### config.mk
export PLATFORM = sky130hd
export DESIGN_NAME = mem_burst_reader
export DESIGN_NICKNAME = d
export VERILOG_FILES = /design/src/rtl/mem_burst_reader.sv
export SDC_FILE = /design/constraint.sdc
export NUM_CORES = 1
export LEC_CHECK = 0
export CORE_ASPECT_RATIO = 0.8
export CORE_UTILIZATION = 36
export CTS_BUF_LIST = sky130_fd_sc_hd__clkbuf_4 sky130_fd_sc_hd__clkbuf_8
export DETAILED_ROUTE_END_ITERATION = 7
export GPL_ROUTABILITY_DRIVEN = 0
export GPL_TIMING_DRIVEN = 0
export PLACE_DENSITY = 0.68
export SETUP_SLACK_MARGIN = 0.4
export SYNTH_ARGS = -nofsm -noshare
export SYNTH_HDL_FRONTEND = slang
export SYNTH_SLANG_ARGS = --single-unit
export TNS_END_PERCENT = 5
### constraint.sdc
create_clock -name clk -period 2.7 [get_ports clk]
set_clock_uncertainty 0.2 [all_clocks]
set_input_delay 0.54 -clock clk [delete_from_list [all_inputs] [get_ports clk]]
set_output_delay 0.54 -clock clk [all_outputs]
set_load 0.1 [all_outputs]
### src/rtl/mem_burst_reader.sv
// mem_burst_reader
//   Burst read initiator for a memory with a 0-cycle combinational read port.
//   A command (base_addr, stride, length) is accepted in IDLE; one word per
//   cycle is then read and presented on a registered valid/ready stream with
//   full backpressure. done pulses for one cycle once the last word has been
//   handed to the consumer.
//
// Ports
//   clk, arst_n_in          clock (rising edge), async active-low reset
//   start                   command strobe, accepted only in IDLE
//   base_addr, stride       first address and per-word increment (wraps mod HEIGHT)
//   length                  words in the burst (0 allowed)
//   busy, done              burst in progress / one-cycle completion pulse
//   mem_read_addr/_en       memory read request
//   mem_qout                memory read data, valid in the same cycle as read_en
//   out_data/out_valid      output stream (registered)
//   out_ready               consumer backpressure
module mem_burst_reader #(
  parameter  int WIDTH  = 16,
  parameter  int HEIGHT = 1024,
  parameter  int LEN_W  = 16,
  localparam int ADDR_W = $clog2(HEIGHT)
) (
  input  logic              clk,
  input  logic              arst_n_in,
  input  logic              start,
  input  logic [ADDR_W-1:0] base_addr,
  input  logic [ADDR_W-1:0] stride,
  input  logic [LEN_W-1:0]  length,
  output logic              busy,
  output logic              done,
  output logic [ADDR_W-1:0] mem_read_addr,
  output logic              mem_read_en,
  input  logic [WIDTH-1:0]  mem_qout,
  output logic [WIDTH-1:0]  out_data,
  output logic              out_valid,
  input  logic              out_ready
);

  typedef enum logic [1:0] {
    S_IDLE,
    S_READ,
    S_DRAIN
  } state_t;

  state_t             state_q, state_d;
  logic [ADDR_W-1:0]  addr_q, addr_d;
  logic [ADDR_W-1:0]  stride_q, stride_d;
  logic [LEN_W-1:0]   remaining_q, remaining_d;
  logic [WIDTH-1:0]   out_data_q, out_data_d;
  logic               out_valid_q, out_valid_d;
  logic               busy_q, busy_d;
  logic               done_q, done_d;
  logic               read_fire;

  always_ff @(posedge clk or negedge arst_n_in) begin
    if (!arst_n_in) begin
      state_q     <= S_IDLE;
      addr_q      <= '0;
      stride_q    <= '0;
      remaining_q <= '0;
      out_data_q  <= '0;
      out_valid_q <= 1'b0;
      busy_q      <= 1'b0;
      done_q      <= 1'b0;
    end else begin
      state_q     <= state_d;
      addr_q      <= addr_d;
      stride_q    <= stride_d;
      remaining_q <= remaining_d;
      out_data_q  <= out_data_d;
      out_valid_q <= out_valid_d;
      busy_q      <= busy_d;
      done_q      <= done_d;
    end
  end

  always_comb begin
    state_d     = state_q;
    addr_d      = addr_q;
    stride_d    = stride_q;
    remaining_d = remaining_q;
    out_data_d  = out_data_q;
    out_valid_d = out_valid_q;
    done_d      = 1'b0;

    // A read is issued only when the output register is free or being
    // emptied this cycle, so mem_qout is never sampled when it is not driven.
    read_fire = (state_q == S_READ) && (!out_valid_q || out_ready);

    if (out_valid_q && out_ready) begin
      out_valid_d = 1'b0;
    end
    if (read_fire) begin
      out_valid_d = 1'b1;
      out_data_d  = mem_qout;
    end

    unique case (state_q)
      S_IDLE: begin
        if (start) begin
          addr_d      = base_addr;
          stride_d    = stride;
          remaining_d = length;
          state_d     = (length != '0) ? S_READ : S_DRAIN;
        end
      end
      S_READ: begin
        if (read_fire) begin
          // ADDR_W truncation provides the mod-HEIGHT wrap.
          addr_d      = addr_q + stride_q;
          remaining_d = remaining_q - LEN_W'(1);
          if (remaining_q == LEN_W'(1)) begin
            state_d = S_DRAIN;
          end
        end
      end
      S_DRAIN: begin
        if (!out_valid_q || out_ready) begin
          done_d  = 1'b1;
          state_d = S_IDLE;
        end
      end
      default: state_d = S_IDLE;
    endcase

    busy_d = (state_d != S_IDLE);
  end

  assign mem_read_en   = read_fire;
  assign mem_read_addr = addr_q;
  assign out_data      = out_data_q;
  assign out_valid     = out_valid_q;
  assign busy          = busy_q;
  assign done          = done_q;

endmodule

==> results.md <==
Setup path:
- The flop-to-flop setup slack is 0.34 ns.
- The family of cells with the greatest summed delay on the critical path is buffers and inverters.
- In this run the critical register-to-register path is launched from remaining_q[10]$_DFFE_PN0P_.
- The required time of the worst setup path is 1.96 ns.
- Together, buffers and inverters on the worst path number 4.
- The largest single stage delay on the critical path is 0.43 ns.
- STA classifies the critical path startpoint as a primary input.
- STA classifies the critical path endpoint as a primary output.
- In this run the worst path has a maximum fanout of 10.
- The slowest stage of the critical path is the sky130_fd_sc_hd__clkdlybuf4s50_1 cell.
- The signal on the critical path passes through clkdlybuf4s50_1 > or2b_4 > nand2_4 > clkinv_4 > clkbuf_8 > buf_12.
- The worst setup path is of the in -> out kind.
- Counting cells, the worst reg-to-reg path comes to 5.
- The worst register-to-register path ends at state_q[0]$_DFF_PN0_.
- The signal arrival time at the worst endpoint is 1.78 ns.

Timing:
- Setup repair after global routing could not meet its margin everywhere.
- At the pin with the least slew margin, the transition time is 1.008 ns.
- The final number of hold-violating endpoints is 0.
- The smallest clock period supported by the final layout is computed as roughly 2.5 ns.
- The total count of max-transition violations in the final report is 0.
- The remaining max-slew budget at the tightest pin is 33.04%.
- Setup violations remaining at the end of the flow were counted as 0.
- The maximum operating frequency is 396.7 MHz.
- After layout, the worst path uses 93.37% of the clock period.
- The setup TNS is 0 ns.

Final layout:
- The commonest non-fill, non-tap cell in the layout is sky130_fd_sc_hd__nand2_1.
- The number of antenna diodes in the final layout is 0.
- The area growth from synthesis to layout is 43.01%.
- In the layout the commonest cells are sky130_fd_sc_hd__nand2_1 (74), sky130_fd_sc_hd__clkdlybuf4s50_1 (54), sky130_fd_sc_hd__dfrtp_1 (47).
- At the end of the flow the core is filled with cells to 53.87%.
- The post-route netlist has 14.35% of its cells at a drive strength greater than 1.
- After filler insertion, the fill cell instance count of the layout stands at just under 800.
- The post-route cell area is 0.004339 mm².
- The number of nets in the layout is about 510.

CTS:
- TritonCTS built the clock tree.
- The clock-pin slew of the registers on the worst-case setup and hold paths is 0.08 ns.
- The H-tree generated during clock tree synthesis spans 3 levels.
- The insertion delay of the later-clocked pin in the worst-skew pair is 0.35 ns.
- The number of clock sinks is 57.
- The clock root buffer is sky130_fd_sc_hd__clkbuf_8.
- The number of clock buffers added by TritonCTS is 9.
- The number of buffers on the longest clock path is 2.

Detailed routing:
- After detailed routing, the total wire length is 8693 µm.
- The number of DRC violations after detailed routing is 0.
- In this run the remaining antenna-violating nets after routing total 0.
- In the final routed layout, each cell accounts on average for 15.69 µm.
- The starting DRC count in detailed routing is 157.
- The post-detailed-route via-to-cell ratio is 5.190.
- Before antenna repair, the detailed router went through 5 iterations.
- The routed via count is 2875.

Synthesis:
- The count of yosys warnings during synthesis is 0.
- For this run, the leading register cell type out of synthesis is sky130_fd_sc_hd__dfrtp_1.
- In this run, synthesis inferred 0 flip-flops with an integrated enable.
- Yosys attributes the largest share of cell area to sky130_fd_sc_hd__dfrtp_1 (47%), sky130_fd_sc_hd__nand2_1 (9.3%), sky130_fd_sc_hd__a21oi_1 (4.9%), sky130_fd_sc_hd__ha_1 (4.5%), sky130_fd_sc_hd__o21ai_0 (4.3%).
- The cell taking the most area after synthesis is sky130_fd_sc_hd__dfrtp_1.
- The number of nets handed over by synthesis was 409.
- The count of different cell masters after synthesis is 46.
- The post-synthesis sequential area ratio is 47.01%.
- After synthesis, the share of flip-flops with an asynchronous set or reset is between 90% and 100%.
- The synthesized area per cell is between 8 and 9 µm².
- The number of register bits inferred by synthesis is 57.
- The mapped netlist covers 0.003034 mm².
- After synthesis, the largest area contributor takes up approximately 47% of total cell area.
- Synthesis produced a netlist whose cell count is 341.

Placed design:
- The placed instances occupy a cell area of 0.004081 mm².
- Detailed placement ended at an HPWL of 6237 µm.
- Input and output buffers added on the ports amount to 85.

Floorplanning:
- The area inside the core boundary is ~0.008 mm².
- The effective utilization at floorplan is 37.67%.
- The chip height is 84.12 µm.
- Pin placement for this block handled between 80 and 90 I/O pins.
- The row count is 29.
- The width of the chip is 104.6 µm.
- The die covers 0.008802 mm².

Power:
- In this run the static leakage power is about 1.9 nW.
- Across the VDD grid, the largest voltage drop is 0.6090 mV.
- Dividing total power by cell area gives a power density of approximately 1200 mW/mm².
- The total power after layout is 5.059 mW.

Global route:
- The first global-routing pass estimated 14390 µm of wire.
- The initial antenna violation count came to 0.
- The via count of the first global-routing pass is 2851.
- The final global-route overflow total is 0.
- Entering global routing, the biggest net connects 37 pins.
- The global-route total usage across every layer is 21.01%.

Status:
- The flow ran to the end, and the final reports show no timing, DRC or antenna violations.

Worst hold path:
- The worst hold path terminates at out_data[11]$_DFFE_PN0N_.
- The kind of path behind the tightest hold check is reg -> reg.
- Counting instances, the worst hold path has a depth of 2.
- The startpoint identified for the worst hold timing path is out_data[11]$_DFFE_PN0N_.

Run:
- The count of max-cap constraint violations is 0.
[area by class of cell]
type | instances | area, µm² | area share [%]
inverters | 4 | 20.02 | 0.4614
plain buffers | 16 | 93.84 | 2.163
repair buffers | 89 | 870.8 | 20.07
multi-input cells | 264 | 1546 | 35.64
clock buffers | 9 | 123.9 | 2.855
clock inverters | 7 | 102.6 | 2.364
well taps | 108 | 135.1 | 3.114
flip-flops and latches | 57 | 1446 | 33.33
[worst register-to-register path: stages, from the launching register on]
cell and delay (ns):
sky130_fd_sc_hd__dfrtp_1 0.44, sky130_fd_sc_hd__or3_4 0.42, sky130_fd_sc_hd__or4_4 0.44, sky130_fd_sc_hd__or4_4 0.56, sky130_fd_sc_hd__a21oi_2 0.15, sky130_fd_sc_hd__nor2_1 0.05
[cells in the mapped netlist, types with 2 or more instances]
master and count:
sky130_fd_sc_hd__nand2b_1 5, sky130_fd_sc_hd__o211ai_1 3, sky130_fd_sc_hd__a211oi_1 2, sky130_fd_sc_hd__a31oi_1 2
sky130_fd_sc_hd__a21o_1 4, sky130_fd_sc_hd__nand2_1 75, sky130_fd_sc_hd__a22oi_1 4, sky130_fd_sc_hd__or3_1 3
sky130_fd_sc_hd__o22ai_1 3, sky130_fd_sc_hd__o21ai_1 2, sky130_fd_sc_hd__inv_1 3, sky130_fd_sc_hd__ha_1 11
sky130_fd_sc_hd__or4_4 2, sky130_fd_sc_hd__nand4_1 2, sky130_fd_sc_hd__xor2_1 3, sky130_fd_sc_hd__nor4_1 7
sky130_fd_sc_hd__o21ai_0 26, sky130_fd_sc_hd__clkbuf_1 13, sky130_fd_sc_hd__nor2b_1 2, sky130_fd_sc_hd__a21oi_1 30
sky130_fd_sc_hd__o32ai_1 2, sky130_fd_sc_hd__a311oi_1 3, sky130_fd_sc_hd__nand3_1 10, sky130_fd_sc_hd__dfrtp_1 57
sky130_fd_sc_hd__mux2_2 11, sky130_fd_sc_hd__nor3_1 8, sky130_fd_sc_hd__nor2_1 28, sky130_fd_sc_hd__xnor2_1 2
[cell families (layout without fill, tap and decap cells)]
group	count (synthesis)	in the layout	share of synthesized area, %
AND/OR/NAND/NOR	147	147	21.77
AO/OA/AOI/OAI	89	89	17.57
flip-flops	57	57	47.01
buffers and inverters	20	125	2.928
adder cells (fa/ha/maj)	12	12	5.196
multiplexers	11	11	4.083
XOR/XNOR	5	5	1.444
[where the power goes]
group          internal [mW]  switching [mW]
Sequential              1.18           0.272
Combinational          0.875            1.81
Clock                  0.527           0.396
[worst max path at each step]
stage,start,endpoint,cells past startpoint
2_1_floorplan,mem_read_addr[4]$_DFFE_PN0P_,mem_read_addr[9]$_DFFE_PN0P_,7
3_3_place_gp,arst_n_in,mem_read_addr[3]$_DFFE_PN0P_,1
3_5_place_dp,out_ready,mem_read_en,6
4_1_cts,state_q[1]$_DFF_PN0_,mem_read_en,6
5_1_grt,state_q[1]$_DFF_PN0_,mem_read_en,6
6_report,out_ready,mem_read_en,6
[sequential cells by signal, indices dropped and copies added (netlist names)]
| name | cells |
|---|---|
| busy | 1 |
| done | 1 |
| mem_read_addr | 10 |
| out_data | 16 |
| out_valid | 1 |
| remaining_q | 16 |
| state_q | 2 |
| stride_q | 10 |
[per-stage QoR]
stage | hold slack, ns | setup WS [ns] | cells
after floorplan | 0.04441 | 0.3827 | 341
after global placement | 0.2583 | -1.385 | 534
after detailed placement | 0.2619 | -0.9534 | 535
after CTS | 0.2754 | 0.1526 | 553
after global routing | 0.2961 | 0.1085 | 554
final | 0.2688 | 0.1789 | 554
[layer usage]
metal	track usage [%]	vias to the layer above	part of all wire, %
li1	-	1406	-
met1	28.22	1369	47
met2	33.77	86	47
met3	5.386	14	4.8
met4	5.762	0	1.2
met5	0	-	0
[repair_timing]
item / 4_1_cts / 5_1_grt
gates resized for setup: 46 / 10
buffers inserted: 1 / 1
hold endpoints to repair: 21 / 0
hold buffers: 1 / 0
pin swaps: 1 / 0
endpoints found under the setup margin: 65 / 66
Power figures use the tool's default switching activity.
